===== config.mk =====
export PLATFORM = sky130hd
export DESIGN_NAME = mem_bus_arbiter
export DESIGN_NICKNAME = d
export VERILOG_FILES = /design/src/rtl/mem_bus_arbiter.sv
export SDC_FILE = /design/constraint.sdc
export NUM_CORES = 1
export LEC_CHECK = 0
export CAP_MARGIN = 5
export CELL_PAD_IN_SITES_DETAIL_PLACEMENT = 0
export CELL_PAD_IN_SITES_GLOBAL_PLACEMENT = 1
export CORE_UTILIZATION = 33
export DETAILED_ROUTE_END_ITERATION = 12
export PLACE_DENSITY = 0.91
export RECOVER_POWER = 100
export SLEW_MARGIN = 20
export SYNTH_ARGS = -nofsm -noshare
export SYNTH_HDL_FRONTEND = slang
export SYNTH_SLANG_ARGS = --single-unit

===== constraint.sdc =====
create_clock -name clk -period 5.1 [get_ports clk]
set_input_delay 1.02 -clock clk [delete_from_list [all_inputs] [get_ports clk]]
set_output_delay 1.02 -clock clk [all_outputs]
set_load 0.005 [all_outputs]

===== src/rtl/mem_bus_arbiter.sv =====
`default_nettype none
// ============================================================================
//  Module      : mem_bus_arbiter
//  Description : Shares the memory bus between the CPU core and a DMA
//                requester. Arbitrates on every issue cycle (wait counter
//                idle), muxes address/size/write onto the bus, decodes the
//                region of the granted address into a wait-state count and
//                produces a single pause stream for memories and the CPU.
//
//  Ports       : clk, rst                  - bus clock, sync active-high reset
//                cpu_addr/wdata/size/write - CPU request (implicit, always on)
//                cpu_pause                 - CPU stall
//                dma_req/addr/wdata/size/write - DMA request
//                dma_gnt                   - DMA address accepted this cycle
//                dma_rvalid                - mem read data valid for last DMA read
//                mem_addr/wdata/size/write - muxed bus to memories
//                mem_pause                 - wait-state pause to memories
//                decode_err                - issued address is unmapped
//
//  Revision    : 1.0 - initial release
// ============================================================================
module mem_bus_arbiter #(
    parameter int EWRAM_WAIT    = 2,
    parameter int ROM_N_WAIT    = 4,
    parameter int ROM_S_WAIT    = 2,
    parameter int SRAM_WAIT     = 4,
    parameter int MAX_DMA_BURST = 8
) (
    input  logic        clk,
    input  logic        rst,
    input  logic [31:0] cpu_addr,
    input  logic [31:0] cpu_wdata,
    input  logic [1:0]  cpu_size,
    input  logic        cpu_write,
    output logic        cpu_pause,
    input  logic        dma_req,
    input  logic [31:0] dma_addr,
    input  logic [31:0] dma_wdata,
    input  logic [1:0]  dma_size,
    input  logic        dma_write,
    output logic        dma_gnt,
    output logic        dma_rvalid,
    output logic [31:0] mem_addr,
    output logic [31:0] mem_wdata,
    output logic [1:0]  mem_size,
    output logic        mem_write,
    output logic        mem_pause,
    output logic        decode_err
);

    localparam logic [7:0] c_EWRAM_WAIT = 8'(EWRAM_WAIT);
    localparam logic [7:0] c_ROM_N_WAIT = 8'(ROM_N_WAIT);
    localparam logic [7:0] c_ROM_S_WAIT = 8'(ROM_S_WAIT);
    localparam logic [7:0] c_SRAM_WAIT  = 8'(SRAM_WAIT);
    localparam logic [7:0] c_MAX_BURST  = 8'(MAX_DMA_BURST);

    // ------------------------------------------------------------------
    // State
    // ------------------------------------------------------------------
    logic [7:0]  r_wait_cnt;
    logic [7:0]  r_burst_cnt;
    logic        r_owner;       // data-phase owner: 1 = DMA, 0 = CPU
    logic        r_rd_pend;     // previous issue was a DMA read
    logic [31:0] r_addr;
    logic [1:0]  r_size;
    logic        r_write;
    logic        r_rom_valid;
    logic [31:0] r_rom_addr;
    logic        r_rom_master;

    // ------------------------------------------------------------------
    // Arbitration
    // ------------------------------------------------------------------
    logic        w_issue;
    logic        w_dma_win;
    logic [31:0] w_addr;
    logic [1:0]  w_size;
    logic        w_write;

    assign w_issue   = (r_wait_cnt == 8'd0) && !rst;
    assign w_dma_win = dma_req && (r_burst_cnt < c_MAX_BURST);
    assign w_addr    = w_dma_win ? dma_addr  : cpu_addr;
    assign w_size    = w_dma_win ? dma_size  : cpu_size;
    assign w_write   = w_dma_win ? dma_write : cpu_write;

    // ------------------------------------------------------------------
    // Sequential ROM detection: same master, previous issue was ROM, and
    // the address steps by exactly the access size. Size 2'b11 has no
    // defined step, so it is never sequential.
    // ------------------------------------------------------------------
    logic [31:0] w_inc;
    logic        w_seq;

    always_comb begin
        w_inc = 32'd0;
        case (w_size)
            2'b00:   w_inc = 32'd1;
            2'b01:   w_inc = 32'd2;
            2'b10:   w_inc = 32'd4;
            default: w_inc = 32'd0;
        endcase
    end

    assign w_seq = r_rom_valid && (r_rom_master == w_dma_win) &&
                   (w_inc != 32'd0) && (w_addr == r_rom_addr + w_inc);

    // ------------------------------------------------------------------
    // Region decode -> wait states
    // ------------------------------------------------------------------
    logic [7:0] w_wait;
    logic       w_err;
    logic       w_is_rom;

    always_comb begin
        w_wait   = 8'd0;
        w_err    = 1'b0;
        w_is_rom = 1'b0;
        if (w_addr[31:28] != 4'h0) begin
            w_err = 1'b1;
        end else begin
            case (w_addr[27:24])
                4'h2: w_wait = c_EWRAM_WAIT;
                4'h8, 4'h9, 4'hA, 4'hB, 4'hC, 4'hD: begin
                    w_is_rom = 1'b1;
                    w_wait   = w_seq ? c_ROM_S_WAIT : c_ROM_N_WAIT;
                end
                4'hE: w_wait = c_SRAM_WAIT;
                4'h1, 4'hF: w_err = 1'b1;
                default: w_wait = 8'd0;
            endcase
        end
    end

    // ------------------------------------------------------------------
    // Registers
    // ------------------------------------------------------------------
    always_ff @(posedge clk) begin
        if (rst) begin
            r_wait_cnt   <= 8'd0;
            r_burst_cnt  <= 8'd0;
            r_owner      <= 1'b0;
            r_rd_pend    <= 1'b0;
            r_addr       <= 32'd0;
            r_size       <= 2'b00;
            r_write      <= 1'b0;
            r_rom_valid  <= 1'b0;
            r_rom_addr   <= 32'd0;
            r_rom_master <= 1'b0;
        end else if (w_issue) begin
            r_wait_cnt  <= w_wait;
            r_burst_cnt <= w_dma_win ? r_burst_cnt + 8'd1 : 8'd0;
            r_owner     <= w_dma_win;
            r_rd_pend   <= w_dma_win && !dma_write;
            r_addr      <= w_addr;
            r_size      <= w_size;
            r_write     <= w_write;
            // Any non-ROM issue invalidates the stored ROM address; a
            // master change is caught by the master compare.
            r_rom_valid <= w_is_rom;
            if (w_is_rom) begin
                r_rom_addr   <= w_addr;
                r_rom_master <= w_dma_win;
            end
        end else begin
            r_wait_cnt <= r_wait_cnt - 8'd1;
        end
    end

    // ------------------------------------------------------------------
    // Outputs: the bus shows the live granted request on issue cycles and
    // the held request otherwise; everything reads 0 while in reset.
    // ------------------------------------------------------------------
    assign mem_addr   = w_issue ? w_addr  : (rst ? 32'd0 : r_addr);
    assign mem_size   = w_issue ? w_size  : (rst ? 2'b00 : r_size);
    assign mem_write  = w_issue ? w_write : (!rst && r_write);
    assign mem_wdata  = rst ? 32'd0 : (r_owner ? dma_wdata : cpu_wdata);
    assign mem_pause  = !rst && (r_wait_cnt != 8'd0);
    assign dma_gnt    = w_issue && w_dma_win;
    assign cpu_pause  = mem_pause || dma_gnt;
    assign decode_err = w_issue && w_err;
    assign dma_rvalid = w_issue && r_rd_pend;

endmodule
`default_nettype wire


==> metrics.md <==
| Metric | Value |
|---|---|
| Post-synth top area share | between 30% and 40% |
| Placed cell areas | a little over 0.008 mm^2 |
| Critical path launch point type | primary input |
| Synth Cell Area | approximately 0.0058 mm^2 |
| Status | completed |
| Worst Setup Path Type | in -> out |
| Finished Layout Cells | 1106 |
| Worst Hold Path Cells | 1 |
| Ys flop type | dfxtp_1 |
| Main area contributors after synthesis | dfxtp_1, a211oi_1, mux2i_1 |
| Asr flop ratio synth | 0% |
| Post-synth top area cell | dfxtp_1 |
| I/O Pins | ~210 |
| Hold path startpoint | r_wait_cnt[0] |
| Total wire length | 17100 um |
| Clock skew | roughly 0.0087 ns |
| Number of synthesized flops with an enable pin | 0 |
| FF+latch count, synth | between 80 and 90 |
| Antenna Violating Nets Remaining | 0 |
| Area Growth Syn to Fin | 44.0% |
| Syn. warnings | 0 |
| Flop-to-flop setup slack | approximately 1.2 ns |
| RSZ-0062 raised after global routing | false |
| Share of cells above drive strength 1 | roughly 4.6% |
| WL/cell | 15.5 um |
| Final hold violations | 0 |
| Lkg Pwr | 3.02 nW |
| Post-CTS setup buffer count | 0 |
| Largest net degree at the start of global routing | 70 |
| Gpl congestion | around 0.87 |
| CTS tree | done |
| Req. time, crit path | roughly 4.1 ns |
| Multi-input gate area | ~0.0037 mm^2 |
| CP Capture Type | output pin |
| Vias in the first global route | roughly 5200 |
| DRC | 0 |
| WHS Endpoint | r_wait_cnt[0] |
| CTS H-tree lvls | 3 |
| Cell count after synthesis | about 690 |
| Count of final setup violators | 0 |
| Reg2reg start | r_burst_cnt[5] |
| Avg Cell Area, Syn | 8.30 um^2 |
| Initial core utilization | about a third |
| Post-cts resize count | 0 |
| Vias per Instance | between 5 and 6 |
| Final #Nets | between 1000 and 1500 |
| Maximum VDD drop | 0.293 mV |
| Period utilization | 94.6% |
| Die area | between 0.015 and 0.02 mm^2 |
| PD cells | around 380 mW/mm^2 |
| Max Cap Viol | 0 |
| CTS max path bufs | 2 |
| First-pass GRT wire length | roughly 27000 um |
| Final Cell Area | between 0.008 and 0.009 mm^2 |
| Max-slew violation count | 0 |
| Max-slew headroom | between 10% and 20% |
| CTS Hold Bufs | 0 |
| FP Rows | 47 |
| Core Region | roughly 0.017 mm^2 |
| Worst hold slack | around 0.47 ns |
| Worst Reg-to-Reg Cells | 14 |
| Mapped Nets | between 800 and 900 |
| Worst-path fanout max | 45 |
| Number of port buffers | between 200 and 250 |
| Die Ht | ~130 um |
| Routed vias | between 5000 and 6000 |
| Cell chosen for the clock root | clkbuf_16 |
| DRT Pass-1 Iters | 4 |
| Worst-margin pin slew | roughly 1.2 ns |
| Iter 0 DRT Violations | approximately 340 |
| CP arrival | 3.80 ns |
| N_diodes | 0 |
| FMAX | 0.207 GHz |
| Setup_tns | 0 ns |
| Hold Crit Class | reg -> reg |
| HPWL after detailed placement | ~13000 um |
| Die Width | 134 um |
| Clock transition at path regs | approximately 0.060 ns |
| Total Routing Usage GR | a little under a fifth |
| Worst-Skew Late Latency | 0.35 ns |
| Post-synthesis cell type count | 65 |
| Top post-synthesis cells by count | nor2_1, a211oi_1, dfxtp_1 |
| Gr ovfl total | 0 |
| Count leader, synth | nor2_1 |
| Minimum clock period | just under 5 ns |
| Seq/Total Area, Yosys | a little under a third |
| Storage element area | roughly 0.0017 mm^2 |
| R2R Path End | r_wait_cnt[2] |
| Clock Sinks | between 80 and 90 |
| Fillers | around 1700 |
| CTS buffer count | 9 |
| Placed Cells | 1090 |
| Initial antenna violation count | 0 |
## routing by layer
metal | GRT usage, % | share of wire [%] | vias up
met2 | 29.5 | 46 | 147
met3 | 4.99 | 6.2 | 16
met4 | 5.06 | 1.2 | 0
met1 | 26.4 | 47 | 2564
met5 | 0 | 0 | -
li1 | - | - | 2914
## final cells by class
cell class              count  share of cell area (%)
flip-flops and latches     87                    21.0
clock inverters             5                   0.982
clock buffers              11                    2.93
repair buffers            226                    26.6
inverters                  13                   0.589
well taps                 220                    3.32
multi-input cells         544                    44.5
## metrics by stage
stage                     utilization [%]  power (mW)  setup WS, ns
after floorplan                         -        1.85         0.535
after global placement               47.9        2.52         0.343
after detailed placement             47.9        2.54         0.244
after CTS                            49.9        3.27         0.377
after global routing                 49.2        3.38         0.123
final                                49.2        3.14         0.275
## cell families (layout without fill, tap and decap cells)
logic type	count (synthesis)	after routing	synth area share, %
buffers and inverters	62	255	4.81
and+or+nand+nor	268	268	22.7
adders and majority gates	7	7	1.65
AOI/OAI and AO/OA	152	152	19.7
DFF	87	87	30.3
xor gates and xnor gates	52	52	8.18
muxes	65	65	12.7
## how the worst max path moves through the flow
| stage | depth (start not counted) | startpoint | slack [ns] | to |
|---|---|---|---|---|
| global route | 10 | dma_req | 0.12 | decode_err |
| CTS | 9 | dma_req | 0.38 | decode_err |
| floorplan | 18 | dma_req | 0.53 | r_wait_cnt[2] |
| finish | 10 | dma_req | 0.28 | decode_err |
| global placement | 15 | dma_req | 0.34 | r_wait_cnt[2] |
| detailed placement | 15 | dma_req | 0.24 | r_wait_cnt[2] |
## cells in the final DEF, fill, tap and decap left out, types with 16 or more instances in the layout
| cell | netlist | final |
|---|---|---|
| nor3_1 | 16 | 16 |
| xnor2_1 | 41 | 41 |
| nor2_1 | 130 | 130 |
| clkdlybuf4s50_1 | 0 | 136 |
| mux2i_1 | 55 | 60 |
| nand3_1 | 20 | 20 |
| dlygate4sd3_1 | 0 | 71 |
| dfxtp_1 | 87 | 86 |
| a211oi_1 | 88 | 88 |
| nand2_1 | 33 | 33 |
## flip-flops by register name, summed over array words and instances (netlist names)
signal	count
r_addr	32
r_rom_addr	32
r_burst_cnt	8
r_wait_cnt	8
r_size	2
r_owner	1
r_rd_pend	1
r_rom_master	1
r_rom_valid	1
r_write	1
## worst max-delay path, stage by stage
cell	delay (ns)
dlygate4sd3_1	0.54
nor4b_4	0.38
nand2_4	0.10
buf_12	0.23
mux2i_1	0.17
or2_2	0.32
o21ai_0	0.15
a21oi_1	0.11
nor3_1	0.13
dlygate4sd3_1	0.62
## report_power, final
part           internal, mW  switching (mW)
Clock                 0.442           0.270
Combinational         0.732           0.735
Sequential            0.857           0.103
Total                  2.03            1.11
(Power assumes the default switching activity.)
